File: config.mk
export PLATFORM = sky130hd
export DESIGN_NAME = xoseram_bus_if_flat
export DESIGN_NICKNAME = d
export VERILOG_FILES = /design/src/rtl/xoseram_bus_if_if.sv /design/src/rtl/xoseram_bus_if.sv /design/src/flat_wrapper.sv
export SDC_FILE = /design/constraint.sdc
export NUM_CORES = 1
export LEC_CHECK = 0
export CAP_MARGIN = 30
export CORE_MARGIN = 2
export CORE_UTILIZATION = 30
export CTS_BUF_LIST = sky130_fd_sc_hd__clkbuf_8
export DETAILED_ROUTE_END_ITERATION = 10
export DONT_BUFFER_PORTS = 1
export PLACE_DENSITY = 0.56
export SLEW_MARGIN = 20
export SYNTH_ARGS = -nofsm -noshare
export SYNTH_HDL_FRONTEND = slang
export SYNTH_SLANG_ARGS = --single-unit
File: constraint.sdc
create_clock -name clk -period 1.82 [get_ports clk]
set_input_delay 0.091 -clock clk [delete_from_list [all_inputs] [get_ports clk]]
set_output_delay 0.091 -clock clk [all_outputs]
set_load 0.05 [all_outputs]
File: src/rtl/xoseram_bus_if_if.sv
// 68k-side bus pins of the XoseRAM front end, grouped for the bus interface block.
// Handshake: CS low opens a bus cycle; DTACK low acknowledges it and stays low until CS is released.
interface xoseram_bus_if_if;
  logic       bus_cs_n_i;
  logic       bus_rd_nwr_i;
  logic       bus_bytesel_i;
  logic [3:0] bus_reg_num_i;
  logic [7:0] bus_data_i;
  logic [7:0] bus_data_o;
  logic       bus_dtack_n_o;

  modport master (
    output bus_cs_n_i, bus_rd_nwr_i, bus_bytesel_i, bus_reg_num_i, bus_data_i,
    input  bus_data_o, bus_dtack_n_o
  );

  modport slave (
    input  bus_cs_n_i, bus_rd_nwr_i, bus_bytesel_i, bus_reg_num_i, bus_data_i,
    output bus_data_o, bus_dtack_n_o
  );
endinterface

File: src/rtl/xoseram_bus_if.sv
// m68k bus-cycle front end: syncs CS, settles, issues one register strobe per cycle, drives DTACK.
// Optional read timeout is enabled by defining XOSERAM_RD_TIMEOUT_EN.
module xoseram_bus_if #(
  parameter int SYNC_STAGES   = 2,
  parameter int SETTLE_CYCLES = 1,
  parameter int RD_TIMEOUT    = 64
) (
  input  logic            clk,
  input  logic            reset_n_i,
  xoseram_bus_if_if.slave bus,
  output logic            reg_wr_o,
  output logic            reg_rd_o,
  output logic [3:0]      reg_num_o,
  output logic            reg_bytesel_o,
  output logic [7:0]      reg_data_o,
  input  logic [7:0]      reg_rd_data_i,
  input  logic            reg_rd_valid_i,
  output logic            busy_o,
  output logic [2:0]      state_o
);

  typedef enum logic [2:0] {IDLE, SETTLE, WSTB, RSTB, RWAIT, ACK} state_t;

  localparam int SW = (SETTLE_CYCLES > 1) ? $clog2(SETTLE_CYCLES) : 1;

  if (SYNC_STAGES < 2 || SETTLE_CYCLES < 1 || RD_TIMEOUT < 1) begin : g_bad_params
    $error("xoseram_bus_if: parameter out of range");
  end

  state_t                 state;
  logic [SYNC_STAGES-1:0] cs_sync;
  logic [SW-1:0]          settle_cnt;
  logic                   cs_act;

  assign cs_act  = ~cs_sync[SYNC_STAGES-1];
  assign state_o = state;

`ifdef XOSERAM_RD_TIMEOUT_EN
  localparam int TW = (RD_TIMEOUT > 1) ? $clog2(RD_TIMEOUT) : 1;
  logic [TW-1:0] to_cnt;
`endif

  always_ff @(posedge clk or negedge reset_n_i) begin
    if (!reset_n_i) begin
      cs_sync           <= '1;
      state             <= IDLE;
      settle_cnt        <= '0;
      bus.bus_dtack_n_o <= 1'b1;
      bus.bus_data_o    <= '0;
      reg_wr_o          <= 1'b0;
      reg_rd_o          <= 1'b0;
      reg_num_o         <= '0;
      reg_bytesel_o     <= 1'b0;
      reg_data_o        <= '0;
      busy_o            <= 1'b0;
`ifdef XOSERAM_RD_TIMEOUT_EN
      to_cnt            <= '0;
`endif
    end else begin
      cs_sync  <= {cs_sync[SYNC_STAGES-2:0], bus.bus_cs_n_i};
      reg_wr_o <= 1'b0;
      reg_rd_o <= 1'b0;
      case (state)
        IDLE: begin
          if (cs_act) begin
            state      <= SETTLE;
            busy_o     <= 1'b1;
            settle_cnt <= SW'(SETTLE_CYCLES - 1);
          end
        end
        SETTLE: begin
          if (!cs_act) begin
            state  <= IDLE;
            busy_o <= 1'b0;
          end else if (settle_cnt != '0) begin
            settle_cnt <= settle_cnt - SW'(1);
          end else begin
            // Bus fields are stable by now; later changes are ignored until the next cycle.
            reg_num_o     <= bus.bus_reg_num_i;
            reg_bytesel_o <= bus.bus_bytesel_i;
            reg_data_o    <= bus.bus_data_i;
            if (bus.bus_rd_nwr_i) begin
              state    <= RSTB;
              reg_rd_o <= 1'b1;
            end else begin
              state    <= WSTB;
              reg_wr_o <= 1'b1;
            end
          end
        end
        WSTB: begin
          state             <= ACK;
          bus.bus_dtack_n_o <= 1'b0;
        end
        RSTB: begin
          state <= RWAIT;
`ifdef XOSERAM_RD_TIMEOUT_EN
          to_cnt <= '0;
`endif
        end
        RWAIT: begin
          if (reg_rd_valid_i) begin
            bus.bus_data_o    <= reg_rd_data_i;
            bus.bus_dtack_n_o <= 1'b0;
            state             <= ACK;
          end else if (!cs_act) begin
            state  <= IDLE;
            busy_o <= 1'b0;
          end
`ifdef XOSERAM_RD_TIMEOUT_EN
          else if (to_cnt == TW'(RD_TIMEOUT - 1)) begin
            bus.bus_data_o    <= 8'hFF;
            bus.bus_dtack_n_o <= 1'b0;
            state             <= ACK;
          end else begin
            to_cnt <= to_cnt + TW'(1);
          end
`endif
        end
        ACK: begin
          if (!cs_act) begin
            state             <= IDLE;
            busy_o            <= 1'b0;
            bus.bus_dtack_n_o <= 1'b1;
          end
        end
        default: begin
          state             <= IDLE;
          busy_o            <= 1'b0;
          bus.bus_dtack_n_o <= 1'b1;
        end
      endcase
    end
  end

endmodule

File: src/flat_wrapper.sv
// flat-port wrapper written by rule: the top's interface ports become plain ports
module xoseram_bus_if_flat 
#(
  parameter int SYNC_STAGES   = 2,
  parameter int SETTLE_CYCLES = 1,
  parameter int RD_TIMEOUT    = 64
)
  (clk, reset_n_i, reg_wr_o, reg_rd_o, reg_num_o, reg_bytesel_o, reg_data_o, reg_rd_data_i, reg_rd_valid_i, busy_o, state_o, bus_bus_cs_n_i, bus_bus_rd_nwr_i, bus_bus_bytesel_i, bus_bus_reg_num_i, bus_bus_data_i, bus_bus_data_o, bus_bus_dtack_n_o);
  xoseram_bus_if_if bus_i ();
  input  logic clk;
  input  logic reset_n_i;
  output logic reg_wr_o;
  output logic reg_rd_o;
  output logic [3:0] reg_num_o;
  output logic reg_bytesel_o;
  output logic [7:0] reg_data_o;
  input  logic [7:0] reg_rd_data_i;
  input  logic reg_rd_valid_i;
  output logic busy_o;
  output logic [2:0] state_o;
  input wire logic [$bits(bus_i.bus_cs_n_i)-1:0] bus_bus_cs_n_i;
  input wire logic [$bits(bus_i.bus_rd_nwr_i)-1:0] bus_bus_rd_nwr_i;
  input wire logic [$bits(bus_i.bus_bytesel_i)-1:0] bus_bus_bytesel_i;
  input wire logic [$bits(bus_i.bus_reg_num_i)-1:0] bus_bus_reg_num_i;
  input wire logic [$bits(bus_i.bus_data_i)-1:0] bus_bus_data_i;
  output wire logic [$bits(bus_i.bus_data_o)-1:0] bus_bus_data_o;
  output wire logic [$bits(bus_i.bus_dtack_n_o)-1:0] bus_bus_dtack_n_o;
  assign bus_i.bus_cs_n_i = bus_bus_cs_n_i;
  assign bus_i.bus_rd_nwr_i = bus_bus_rd_nwr_i;
  assign bus_i.bus_bytesel_i = bus_bus_bytesel_i;
  assign bus_i.bus_reg_num_i = bus_bus_reg_num_i;
  assign bus_i.bus_data_i = bus_bus_data_i;
  assign bus_bus_data_o = bus_i.bus_data_o;
  assign bus_bus_dtack_n_o = bus_i.bus_dtack_n_o;
  xoseram_bus_if #(.SYNC_STAGES(SYNC_STAGES), .SETTLE_CYCLES(SETTLE_CYCLES), .RD_TIMEOUT(RD_TIMEOUT)) u_core (.clk(clk), .reset_n_i(reset_n_i), .bus(bus_i), .reg_wr_o(reg_wr_o), .reg_rd_o(reg_rd_o), .reg_num_o(reg_num_o), .reg_bytesel_o(reg_bytesel_o), .reg_data_o(reg_data_o), .reg_rd_data_i(reg_rd_data_i), .reg_rd_valid_i(reg_rd_valid_i), .busy_o(busy_o), .state_o(state_o));
endmodule
Word level (Yosys, flattened, before mapping)
Index checks and enable logic that the tools add are counted.
Operators by class
  $add $sub $neg: 1
  eq/ne operators: 11
  mux-type cells: 26
  bitwise logic cells: 4
  reduce and logical (&&, ||, !) cells: 11
Operators by type and width (count)
  one-hot mux 3 bit (6 select lines): 1
  2-to-1 mux 1 bit: 17
  2-to-1 mux 3 bit: 5
  AND reduction 3 bit: 4
  != test 2 bit, second input constant: 4
  one-hot mux 1 bit (4 select lines): 2
  == test 3 x 2 -> 1 bit, second input constant: 2
  == test 3 bit, second input constant: 2
  NOT 1 bit: 4
  AND reduction 2 bit: 2
  OR reduction 2 bit: 2
  == test 3 x 1 -> 1 bit, second input constant: 1
  zero test 3 bit: 1
  != test 3 x 2 -> 1 bit, second input constant: 1
  OR reduction 3 bit: 1
  != test 2 x 1 -> 1 bit, second input constant: 1
  one-hot mux 1 bit (2 select lines): 1
  nonzero test 2 bit: 1
  subtractor 1 bit, second input constant: 1
Storage, ports and cells
  register bits: 31
  input bits: 26
  word-level logic and storage cells: 64

Logic depth before layout (Yosys ltp)
  depth in word-level cells: 4
  depth in mapped cells: 4

Least setup slack after synthesis
OpenSTA, ideal clock, no wires.
  path type: reg2reg
  start point: reg u_core.state[2] (netlist: u_core.state_o[2])
  end point: reg u_core.reg_data_o[0]
  setup time: 125 ps
  arrival time: 1583 ps
  required time: 1695 ps
  slack: 112 ps
  cell stages (with the launch flop): 5
  period minus slack after synthesis: 1708 ps
  path through: dfrtp_1 buf_4 nor3_4 buf_12 mux2_4
Between the ends
  cells in the longest elaborated chain, start to end: 2
Ends and longest elaborated chain
  start, declared: line xoseram_bus_if.sv:30  | state_t state;
  start signal, assigned: line xoseram_bus_if.sv:46  | state <= IDLE;
  start signal, assigned: line xoseram_bus_if.sv:66  | state <= SETTLE;
  start signal, assigned: line xoseram_bus_if.sv:73  | state <= IDLE;
  == test 3 x 1 -> 1 bit: line xoseram_bus_if.sv:63  | case (state)
  AND reduction 3 bit (no source line)
  end signal, assigned: line xoseram_bus_if.sv:81  | reg_data_o <= bus.bus_data_i;
  end, declared: line xoseram_bus_if.sv:15  | output logic [7:0] reg_data_o,
Every way passes these cells.
A chain may end at the register's enable or synchronous reset.

Worst setup path in the final report
  start point: reg u_core.state[2] (netlist: u_core.state_o[2])
  end point: reg u_core.bus.bus_data_o[0]
Between the ends
  cells in the longest elaborated chain, start to end: 2
Ends and longest elaborated chain
  == test 3 bit: line xoseram_bus_if.sv:63
  AND reduction 2 bit (no source line)
  end signal, assigned: line xoseram_bus_if.sv:103  | bus.bus_data_o <= reg_rd_data_i;
  end, declared: line xoseram_bus_if_if.sv:19  | output bus_data_o, bus_dtack_n_o
Every way passes these cells.

==> metrics.txt <==
# TYPE chip_impl_metric gauge
chip_impl_info{name="status",value="complete, no violations"} 1
chip_impl_metric{name="drt-vias-per-instance",unit=""} 4.69
chip_impl_info{name="r2r_end",value="u_core.bus.bus_data_o[0]"} 1
chip_impl_metric{name="yosysWarnings",unit=""} 0
chip_impl_info{name="critPathLaunchType",value="flip-flop"} 1
chip_impl_metric{name="cts-root-to-sink-buffers",unit=""} 2
chip_impl_info{name="timing_worst_setup_path_type",value="flip-flop to flip-flop"} 1
chip_impl_metric{name="maximum_clock_frequency",unit="GHz"} 0.649
chip_impl_metric{name="synthesis.area",unit="mm²"} 0.00123
chip_impl_metric{name="drt_pre_antenna_iters",unit=""} 2
chip_impl_metric{name="yosys.cell_types.count",unit=""} 25
chip_impl_info{name="critPathCapture",value="u_core.bus.bus_data_o[0]"} 1
chip_impl_metric{name="post_drt_wl_per_cell",unit="µm"} 15.2
chip_impl_metric{name="worst_path_largest_cell_delay",unit="ns"} 0.60
chip_impl_info{name="worstHoldStart",value="reg_rd_valid_i"} 1
chip_impl_metric{name="rr_worst_depth",unit=""} 3
chip_impl_metric{name="cts_inserted_buffers",unit=""} 5
chip_impl_info{name="grt_setup_unrepaired",value="false"} 1
chip_impl_info{name="clock_tree.root_cell",value="sky130_fd_sc_hd__clkbuf_8"} 1
chip_impl_metric{name="gp_routability_congestion",unit=""} 0.720
chip_impl_metric{name="die_area",unit="mm²"} 0.00464
chip_impl_metric{name="post_synth.cell_area_avg",unit="µm²"} 15.6
chip_impl_metric{name="maxSlewHeadroom",unit="%"} 66.2
chip_impl_metric{name="yosys_register_bits",unit=""} 30
chip_impl_info{name="cts_tree",value="done"} 1
chip_impl_metric{name="worst_skew_pair.late_latency",unit="ns"} 0.28
chip_impl_metric{name="rrSetupSlack",unit="ns"} 0.28
chip_impl_metric{name="layout_min_cycle_time",unit="ns"} 1.54
chip_impl_metric{name="cts_resized",unit=""} 0
chip_impl_info{name="timing.critical_path.cells",value="nand2b_1 > nor2_4 > mux2_2"} 1
chip_impl_info{name="critical_path.slowest_cell",value="sky130_fd_sc_hd__dfrtp_1"} 1
chip_impl_metric{name="hpwl",unit="µm"} 1590
chip_impl_metric{name="max_cap_violations",unit=""} 0
chip_impl_info{name="cpLargestDelayFamily",value="flip-flops"} 1
chip_impl_metric{name="ant_nets",unit=""} 0
chip_impl_metric{name="net_count_after_synthesis",unit=""} 105
chip_impl_metric{name="gr-total-overflow",unit=""} 0
chip_impl_metric{name="drive_above_1_share",unit="%"} 36.3
chip_impl_metric{name="antenna_violations_before_repair",unit=""} 0
chip_impl_info{name="critical_path.endpoint_type",value="flip-flop"} 1
chip_impl_metric{name="fp.coreArea",unit="mm²"} 0.00397
chip_impl_metric{name="grt_start_max_net_pins",unit=""} 31
chip_impl_metric{name="timing.setup.tns",unit="ns"} 0
chip_impl_metric{name="die-height",unit="µm"} 68.1
chip_impl_metric{name="area.sequential",unit="µm²"} 754
chip_impl_metric{name="path_clk_slew",unit="ns"} 0.07
chip_impl_metric{name="num_rows",unit=""} 23
chip_impl_metric{name="synthesis_to_finish_area_growth",unit="%"} 34.9
chip_impl_metric{name="antenna-diode-count",unit=""} 0
chip_impl_metric{name="start_util",unit="%"} 31.1
chip_impl_metric{name="synth_seq_area_share",unit="%"} 61.2
chip_impl_metric{name="crit_arrival",unit="ns"} 1.71
chip_impl_metric{name="filler_cell_count",unit=""} 379
chip_impl_metric{name="worst-slew-pin-transition",unit="ns"} 0.508
chip_impl_metric{name="final_hold_viol_count",unit=""} 0
chip_impl_metric{name="postSynthCellCount",unit=""} 79
chip_impl_metric{name="timing.final.max_slew_violations",unit=""} 0
chip_impl_metric{name="die_x",unit="µm"} 68.1
chip_impl_metric{name="setup_violators_final",unit=""} 0
chip_impl_metric{name="finalClockSkew",unit="ns"} 0.00638
chip_impl_metric{name="buffers_plus_inverters_on_the_worst_setup_path",unit=""} 0
chip_impl_metric{name="grt_usage",unit="%"} 12.1
chip_impl_info{name="startpoint",value="u_core.state_o[2]"} 1
chip_impl_metric{name="first_global_vias",unit=""} 819
chip_impl_info{name="worst_r2r_startpoint",value="u_core.state_o[2]"} 1
chip_impl_metric{name="worst_ep_required_time",unit="ns"} 1.99
chip_impl_metric{name="global_route_wire_length_before_repair",unit="µm"} 3910
chip_impl_metric{name="final_nets",unit=""} 138
chip_impl_metric{name="io-pin-count",unit=""} 54
chip_impl_metric{name="drt_iter0_markers",unit=""} 8
chip_impl_metric{name="cts_h_tree_lvls",unit=""} 2
chip_impl_metric{name="layout_worst_path_cycle_share",unit="%"} 84.7
chip_impl_metric{name="dr_total_vias",unit=""} 764
chip_impl_metric{name="numPortBuffers",unit=""} 0
chip_impl_metric{name="worstPathMaxFanout",unit=""} 11
chip_impl_metric{name="multi_input_comb_area",unit="µm²"} 435
chip_impl_metric{name="path_depth",unit=""} 3
chip_impl_metric{name="postRouteWirelength",unit="µm"} 2480
chip_impl_metric{name="drc_errors",unit=""} 0
chip_impl_metric{name="clock-sinks",unit=""} 30
chip_impl_info{name="holdCritPathClass",value="input port to flip-flop"} 1
==> cells by family after synthesis <==
| logic type | share of synthesized area, % |
|---|---|
| flip-flops | 61.2 |
| AO/OA/AOI/OAI | 3.85 |
| multiplexers | 23.3 |
| AND/OR/NAND/NOR | 8.11 |
| buffers and inverters | 3.55 |
==> worst min-delay path by stage <==
stage                                to  slack, ns  cells past startpoint
2_1_floorplan  u_core.bus.bus_data_o[0]      -0.20                      0
3_3_place_gp       u_core.reg_data_o[3]      -0.20                      0
3_5_place_dp       u_core.reg_data_o[3]      -0.20                      0
4_1_cts        u_core.bus.bus_dtack_n_o       0.04                      3
5_1_grt        u_core.bus.bus_dtack_n_o       0.06                      3
6_report       u_core.bus.bus_dtack_n_o       0.04                      3
==> tightest hold or removal path: stages <==
cell and delay [ns]:
sky130_fd_sc_hd__inv_1 0.02, sky130_fd_sc_hd__nor2_1 0.11, sky130_fd_sc_hd__o22ai_1 0.10
==> cells in the final DEF, fill, tap and decap left out, drive strengths merged <==
cell type	count
nand2b	3
dlygate4sd3	24
o32ai	1
o22ai	1
nor2b	1
o2bb2ai	1
nor3	2
buf	5
clkbuf	8
mux2	22
and2	1
nor4b	1
or3	1
nor4	1
mux2i	1
a2bb2oi	1
a21oi	3
inv	3
nor2	3
dfstp	3
dfrtp	27
==> flip-flops by register name (all words and copies together) (netlist names) <==
signal,count
u_core.bus.bus_dtack_n_o,1
u_core.reg_wr_o,1
u_core.busy_o,1
u_core.reg_rd_o,1
u_core.bus.bus_data_o,8
u_core.state_o,3
u_core.reg_num_o,4
u_core.reg_data_o,8
u_core.reg_bytesel_o,1
u_core.cs_sync,2
==> final cells by class <==
cell class	count	share of cell area, %
sequential	30	45.3
multi-input combinational	43	26.2
timing repair buffer	29	17.4
clock buffer	8	6.62
tap	50	3.76
inverter	3	0.677
==> cell usage after synthesis <==
library cell                instances  area (µm²)
sky130_fd_sc_hd__buf_4              1        7.51
sky130_fd_sc_hd__nor3_1             1        5.00
sky130_fd_sc_hd__or3_1              1        6.26
sky130_fd_sc_hd__nor2_1             2        7.51
sky130_fd_sc_hd__nor2b_1            1        6.26
sky130_fd_sc_hd__buf_2              1        5.00
sky130_fd_sc_hd__and2_1             1        6.26
sky130_fd_sc_hd__nor4b_1            1        8.76
sky130_fd_sc_hd__nor4_1             1        6.26
sky130_fd_sc_hd__a21oi_1            3        15.0
sky130_fd_sc_hd__nor3_4             1        16.3
sky130_fd_sc_hd__o32ai_1            1        8.76
sky130_fd_sc_hd__mux2i_1            1        10.0
sky130_fd_sc_hd__mux2_2            14         158
sky130_fd_sc_hd__buf_12             1        20.0
sky130_fd_sc_hd__o2bb2ai_1          1        8.76
sky130_fd_sc_hd__mux2_4             8         120
sky130_fd_sc_hd__dfstp_2            3        78.8
sky130_fd_sc_hd__nand2b_1           2        12.5
sky130_fd_sc_hd__nor2_4             1        11.3
sky130_fd_sc_hd__inv_1              3        11.3
sky130_fd_sc_hd__a2bb2oi_1          1        8.76
sky130_fd_sc_hd__dfrtp_1           27         676
sky130_fd_sc_hd__nand2b_4           1        13.8
sky130_fd_sc_hd__o22ai_1            1        6.26
==> repair_timing <==
item                      CTS  global route
buffers inserted            0             0
hold buffers               25             0
hold endpoints to repair   54             0
==> metal layers <==
metal  share of wire [%]  track usage, %  routed length (µm)  up-vias
li1                    -               -                   -      341
met1                  39            13.2                 972      377
met2                  49            19.1                1230       41
met3                 9.5            6.91                 237        5
met4                 1.9            5.25                  47        0
met5                   0               0                   0        -
==> through the flow <==
step	area [µm²]	instances	worst slack, ns	hold slack [ns]	utilization [%]
after floorplan	1230	79	0.112	-0.205	-
final	1660	163	0.278	0.0396	41.9
after global routing	1660	163	0.163	0.0627	41.9
after detailed placement	1290	130	0.279	-0.204	32.6
after global placement	1290	130	0.344	-0.204	32.6
after CTS	1660	163	0.266	0.0406	41.9
Power is left out: the tool's default activity adds up to more than one toggle a clock period on the data nets, which glitch-free logic cannot reach.
